`src/rtl/parallel_to_serial_shifter.sv`:
```
// Parallel-in / serial-out transmitter feeding the SIPO receiver.
// A word taken through a valid/ready handshake is sent one bit per clock,
// LSB first (right shift) or MSB first (left shift). A new word may be
// accepted on the last bit of the current frame, so frames run back to back.
module parallel_to_serial_shifter #(
  parameter int WIDTH = 8,
  parameter int CNT_W = 3
) (
  input  logic             clk,
  input  logic             rst_n,
  input  logic             load_valid,
  output logic             load_ready,
  input  logic [WIDTH-1:0] d_in,
  input  logic             left_or_right,
  output logic             s_out,
  output logic             s_valid,
  output logic             s_last,
  output logic             busy
);

  typedef enum logic {
    IDLE  = 1'b0,
    SHIFT = 1'b1
  } state_t;

  // The counter is only ever loaded with this value; it counts down to 0.
  localparam logic [CNT_W-1:0] LAST_CNT = CNT_W'(WIDTH - 1);

  state_t           state_q;
  logic [WIDTH-1:0] sreg_q;
  logic [WIDTH-1:0] sreg_d;
  logic [CNT_W-1:0] cnt_q;
  logic             dir_q;
  logic             accept;

  // Frame status comes straight from the state and counter registers.
  assign s_valid    = (state_q == SHIFT);
  assign busy       = (state_q == SHIFT);
  assign s_last     = (state_q == SHIFT) && (cnt_q == '0);
  assign load_ready = (state_q == IDLE) || s_last;
  assign accept     = load_valid && load_ready;

  // Serial bit: end of the register selected by the latched direction, 0 when idle.
  always_comb begin
    s_out = 1'b0;
    if (state_q == SHIFT) begin
      s_out = dir_q ? sreg_q[0] : sreg_q[WIDTH-1];
    end
  end

  // Shifted register contents for the next bit, zero-filled at the vacated end.
  always_comb begin
    if (dir_q) begin
      sreg_d = {1'b0, sreg_q[WIDTH-1:1]};
    end else begin
      sreg_d = {sreg_q[WIDTH-2:0], 1'b0};
    end
  end

  // Two-state framing FSM with word, direction and bit counter capture.
  always_ff @(posedge clk or negedge rst_n) begin
    if (!rst_n) begin
      state_q <= IDLE;
      sreg_q  <= '0;
      cnt_q   <= '0;
      dir_q   <= 1'b0;
    end else begin
      case (state_q)
        IDLE: begin
          if (accept) begin
            state_q <= SHIFT;
            sreg_q  <= d_in;
            dir_q   <= left_or_right;
            cnt_q   <= LAST_CNT;
          end
        end
        SHIFT: begin
          if (accept) begin
            // Only reachable on the last bit: reload with no idle gap.
            sreg_q <= d_in;
            dir_q  <= left_or_right;
            cnt_q  <= LAST_CNT;
          end else if (cnt_q != '0) begin
            sreg_q <= sreg_d;
            cnt_q  <= cnt_q - 1'b1;
          end else begin
            state_q <= IDLE;
            sreg_q  <= '0;
          end
        end
        default: begin
          state_q <= IDLE;
        end
      endcase
    end
  end

endmodule
```
`config.mk`:
```
export PLATFORM = sky130hd
export DESIGN_NAME = parallel_to_serial_shifter
export DESIGN_NICKNAME = d
export VERILOG_FILES = /design/src/rtl/parallel_to_serial_shifter.sv
export SDC_FILE = /design/constraint.sdc
export NUM_CORES = 1
export LEC_CHECK = 0
export BUFFER_PORTS_ARGS = -buffer_cell sky130_fd_sc_hd__buf_2
export CORE_ASPECT_RATIO = 0.6
export CORE_UTILIZATION = 25
export DETAILED_ROUTE_END_ITERATION = 6
export GPL_TIMING_DRIVEN = 1
export SYNTH_ARGS = -nofsm -noshare
export SYNTH_HDL_FRONTEND = slang
export SYNTH_SLANG_ARGS = --single-unit
```
`constraint.sdc`:
```
create_clock -name clk -period 1.8 [get_ports clk]
set_clock_uncertainty 0.1 [all_clocks]
set_input_delay 0.18 -clock clk [delete_from_list [all_inputs] [get_ports clk]]
set_output_delay 0.18 -clock clk [all_outputs]
set_load 0.02 [all_outputs]
```
==> impl_results.md <==
* Run status: finished, final reports clean
* Sum of negative setup slack at 0 ns
* Depth of the worst register-to-register path at 5
* Main combinational cell family by area after synthesis: multiplexers
* I/O pin total at 17
* Power density over the cells at around 1500 nW/um2
* Post-synthesis sequential area ratio at 39.1%
* Length of the first detailed-routing pass in iterations at 6
* Max rail drop VDD at 0.399 mV
* Vias in the first global route at between 600 and 700
* Number of DRC violations after detailed routing at 0
* Maximum fanout along the worst path at 10
* Avg Synthesized Cell Area at about 11 um2
* Net switching fraction of the power at 38.7%
* Category of the worst setup path launch point: flip-flop
* Global Route Usage Sum at a little under an eighth
* Number of sinks handled by clock tree synthesis at 13
* Gp weighted congestion at about 0.83
* Later-pin clock latency in the skew report at roughly 0.24 ns
* Pin count of the biggest net entering global routing at 15
* Clk buf depth at 2
* Sequential share of power at a little under two fifths
* Multiplexer share of the synthesized area at about a fifth
* Sw power at ~0.56 mW
* Leak pwr at 0.463 nW
* Slew margin rel. at a little over two thirds
* Cell depth of the worst hold path at 3
* Iteration-0 DRC count of the detailed router at 35
* Library cells used by synthesis at 21
* Signal arrival time at the worst endpoint at 1.42 ns
* Clock transition at the registers of the reported paths at 0.06 ns
* Std-Cell Core Area at 3020 um2
* Number of input and output port buffers inserted at 16
* Post-DR wirelength/cell at roughly 13 um
* Vertical die dimension at around 47 um
* Effective utilization at floorplan at 27.5%
* Number of max-cap violations at 0
* Initial antenna violation count at 0
* Total number of nets in the final design at between 100 and 150
* Final Setup Violations at 0
* Placed wire-length estimate at around 1300 um
* Synthesized instance count at 74
* H-Tree Level Count at 1
* Number of pins exceeding their max-slew limit in the final report at 0
* Commonest cells after routing, fill and taps aside: sky130_fd_sc_hd__mux2i_1 (16), sky130_fd_sc_hd__buf_2 (16), sky130_fd_sc_hd__dfrtp_1 (13), sky130_fd_sc_hd__nand2_1 (9)
* Area of the die at 3570 um2
* Highest attainable clock frequency at ~0.59 GHz
* Fraction of power consumed by combinational cells at ~44%
* Internal power consumption at 0.889 mW
* Unrepaired setup endpoints after global routing: false
* Time the final worst path needs with I/O delays and setup at roughly 1.7 ns
* Layout Utilization at around a third
* Actual slew at the worst max-slew pin at 0.450 ns
* First-pass GRT wire length at between 2000 and 3000 um
* Fraction of the mapped netlist area in compound gates at 17.3%
* Relative area change from synthesis to final layout at 17.1%
* Number of vias per cell after detailed routing at approximately 4.6
* CTS root buffer: sky130_fd_sc_hd__clkbuf_8
* Die span in x at 76.5 um
* Detailed Route WL at 1720 um
* Diodes inserted at 0
* Antenna Violating Nets Remaining at 0
* Post-synthesis adder-cell area fraction at between 3 and 4%
* Count of vias placed by the detailed router at approximately 610
* FP Rows at 15
* Fraction of power consumed by the clock network at 18.1%
* Mapped Nets at 88
* Hold crit path type: in2reg
* Part of the cycle the worst path needs at ~95%
* Area of the multi-input gates at 439 um2
* Post-synth design cell area at approximately 830 um2
* Data required, critical path at 1.52 ns
* Aggregate global routing overflow at 0
* Layout fillers at roughly 310
* TritonCTS clock tree: yes
* Endpoint type of the worst setup path: output port
* Path type of the worst setup path: reg2out
* Area of all sequential standard cells at between 300 and 400 um2
* Yosys warnings at 0
* Number of buffers added for setup after CTS at 0
* Inserted Clock Buffers at 3
* Synthesized-area fraction occupied by xor and xnor cells at 0%
* Total count of hold-check failures in the final report at 0
* Flops & latches, synth at 13
* Fraction of final layout cells sized beyond drive strength 1 at a little under a third
* Share of synthesized cell area in and, or, nand and nor gates at a little under an eighth
## flip-flops by register name (all words and copies together), names as in the netlist
name / flops
cnt_q: 3
sreg_q: 8
dir_q: 1
busy: 1
## worst max-delay path: stages, from the launching register on
cell                       delay, ns
sky130_fd_sc_hd__dfrtp_1        0.38
sky130_fd_sc_hd__inv_1          0.10
sky130_fd_sc_hd__ha_1           0.25
sky130_fd_sc_hd__nand2b_4       0.10
sky130_fd_sc_hd__nand2_4        0.16
sky130_fd_sc_hd__buf_2          0.19
## logic make-up after synthesis
kind of cell    Yosys count
flops                    13
simple gates             18
mux                      17
compound gates           15
fa+ha+maj                 2
buf+inv                   9
## final cells by class
class / instances / share of cell area [%]
Clock buffer: 4 / 4.62
Sequential cell: 13 / 33.4
Inverter: 4 / 1.54
Multi-Input combinational cell: 52 / 45.1
Tap cell: 42 / 5.39
Timing Repair Buffer: 18 / 10.0
## through the flow
step	hold slack, ns	setup slack (ns)	cell area [um2]	cells	power [mW]
after floorplan	-0.216	0.370	832	74	1.08
after global placement	-0.0128	0.340	920	128	1.18
after detailed placement	-0.00854	0.308	920	128	1.20
after CTS	0.0621	0.0930	975	133	1.47
after global routing	0.0666	0.00185	975	133	1.57
final	0.0615	0.0976	975	133	1.45
## cells in the mapped netlist
| cell type | count | share of area (%) |
|---|---|---|
| sky130_fd_sc_hd__a21boi_2 | 1 | 1.4 |
| sky130_fd_sc_hd__a21oi_1 | 3 | 1.8 |
| sky130_fd_sc_hd__and3b_2 | 1 | 1.2 |
| sky130_fd_sc_hd__buf_4 | 1 | 0.90 |
| sky130_fd_sc_hd__buf_6 | 4 | 5.4 |
| sky130_fd_sc_hd__dfrtp_1 | 13 | 39 |
| sky130_fd_sc_hd__ha_1 | 2 | 3.0 |
| sky130_fd_sc_hd__inv_1 | 4 | 1.8 |
| sky130_fd_sc_hd__mux2_4 | 1 | 1.8 |
| sky130_fd_sc_hd__mux2i_1 | 16 | 19 |
| sky130_fd_sc_hd__nand2_1 | 9 | 4.1 |
| sky130_fd_sc_hd__nand2_4 | 1 | 1.4 |
| sky130_fd_sc_hd__nand2b_1 | 1 | 0.75 |
| sky130_fd_sc_hd__nand2b_4 | 1 | 1.7 |
| sky130_fd_sc_hd__nor2_1 | 4 | 1.8 |
| sky130_fd_sc_hd__nor3_1 | 1 | 0.60 |
| sky130_fd_sc_hd__o211a_1 | 1 | 1.2 |
| sky130_fd_sc_hd__o21a_1 | 1 | 0.90 |
| sky130_fd_sc_hd__o21ai_0 | 1 | 0.60 |
| sky130_fd_sc_hd__o221ai_1 | 4 | 4.2 |
| sky130_fd_sc_hd__o221ai_2 | 4 | 7.2 |
## power by group through the flow
stage	clock (mW)	sequential (mW)	combinational [mW]
finish	0.263	0.549	0.639
global route	0.284	0.571	0.717
CTS	0.270	0.551	0.648
detailed placement	0	0.555	0.644
global placement	0	0.549	0.629
floorplan	0	0.490	0.589
## final timing paths
kind / from / endpoint / slack [ns]
min in group asynchronous: rst_n / busy / 0.26
min: d_in[2] / sreg_q[2] / 0.06
min reg2reg: cnt_q[1] / cnt_q[1] / 0.45
max: cnt_q[0] / load_ready / 0.1
max in group asynchronous: rst_n / sreg_q[4] / 1.11
max reg2reg: cnt_q[0] / dir_q / 0.30
## layer usage
metal | GRT usage [%] | up-vias | share of wire (%)
met2 | 18.0 | 15 | 40
met4 | 6.92 | 0 | 2.3
met1 | 14.4 | 285 | 51
met5 | 0 | - | 0
met3 | 4.16 | 5 | 5.9
li1 | - | 304 | -
## what timing repair did
action | 4_1_cts | 5_1_grt
hold endpoints to repair | 13 | 0
gates resized for setup | 0 | 0
hold buffers | 1 | 0
(Power assumes the default switching activity.)
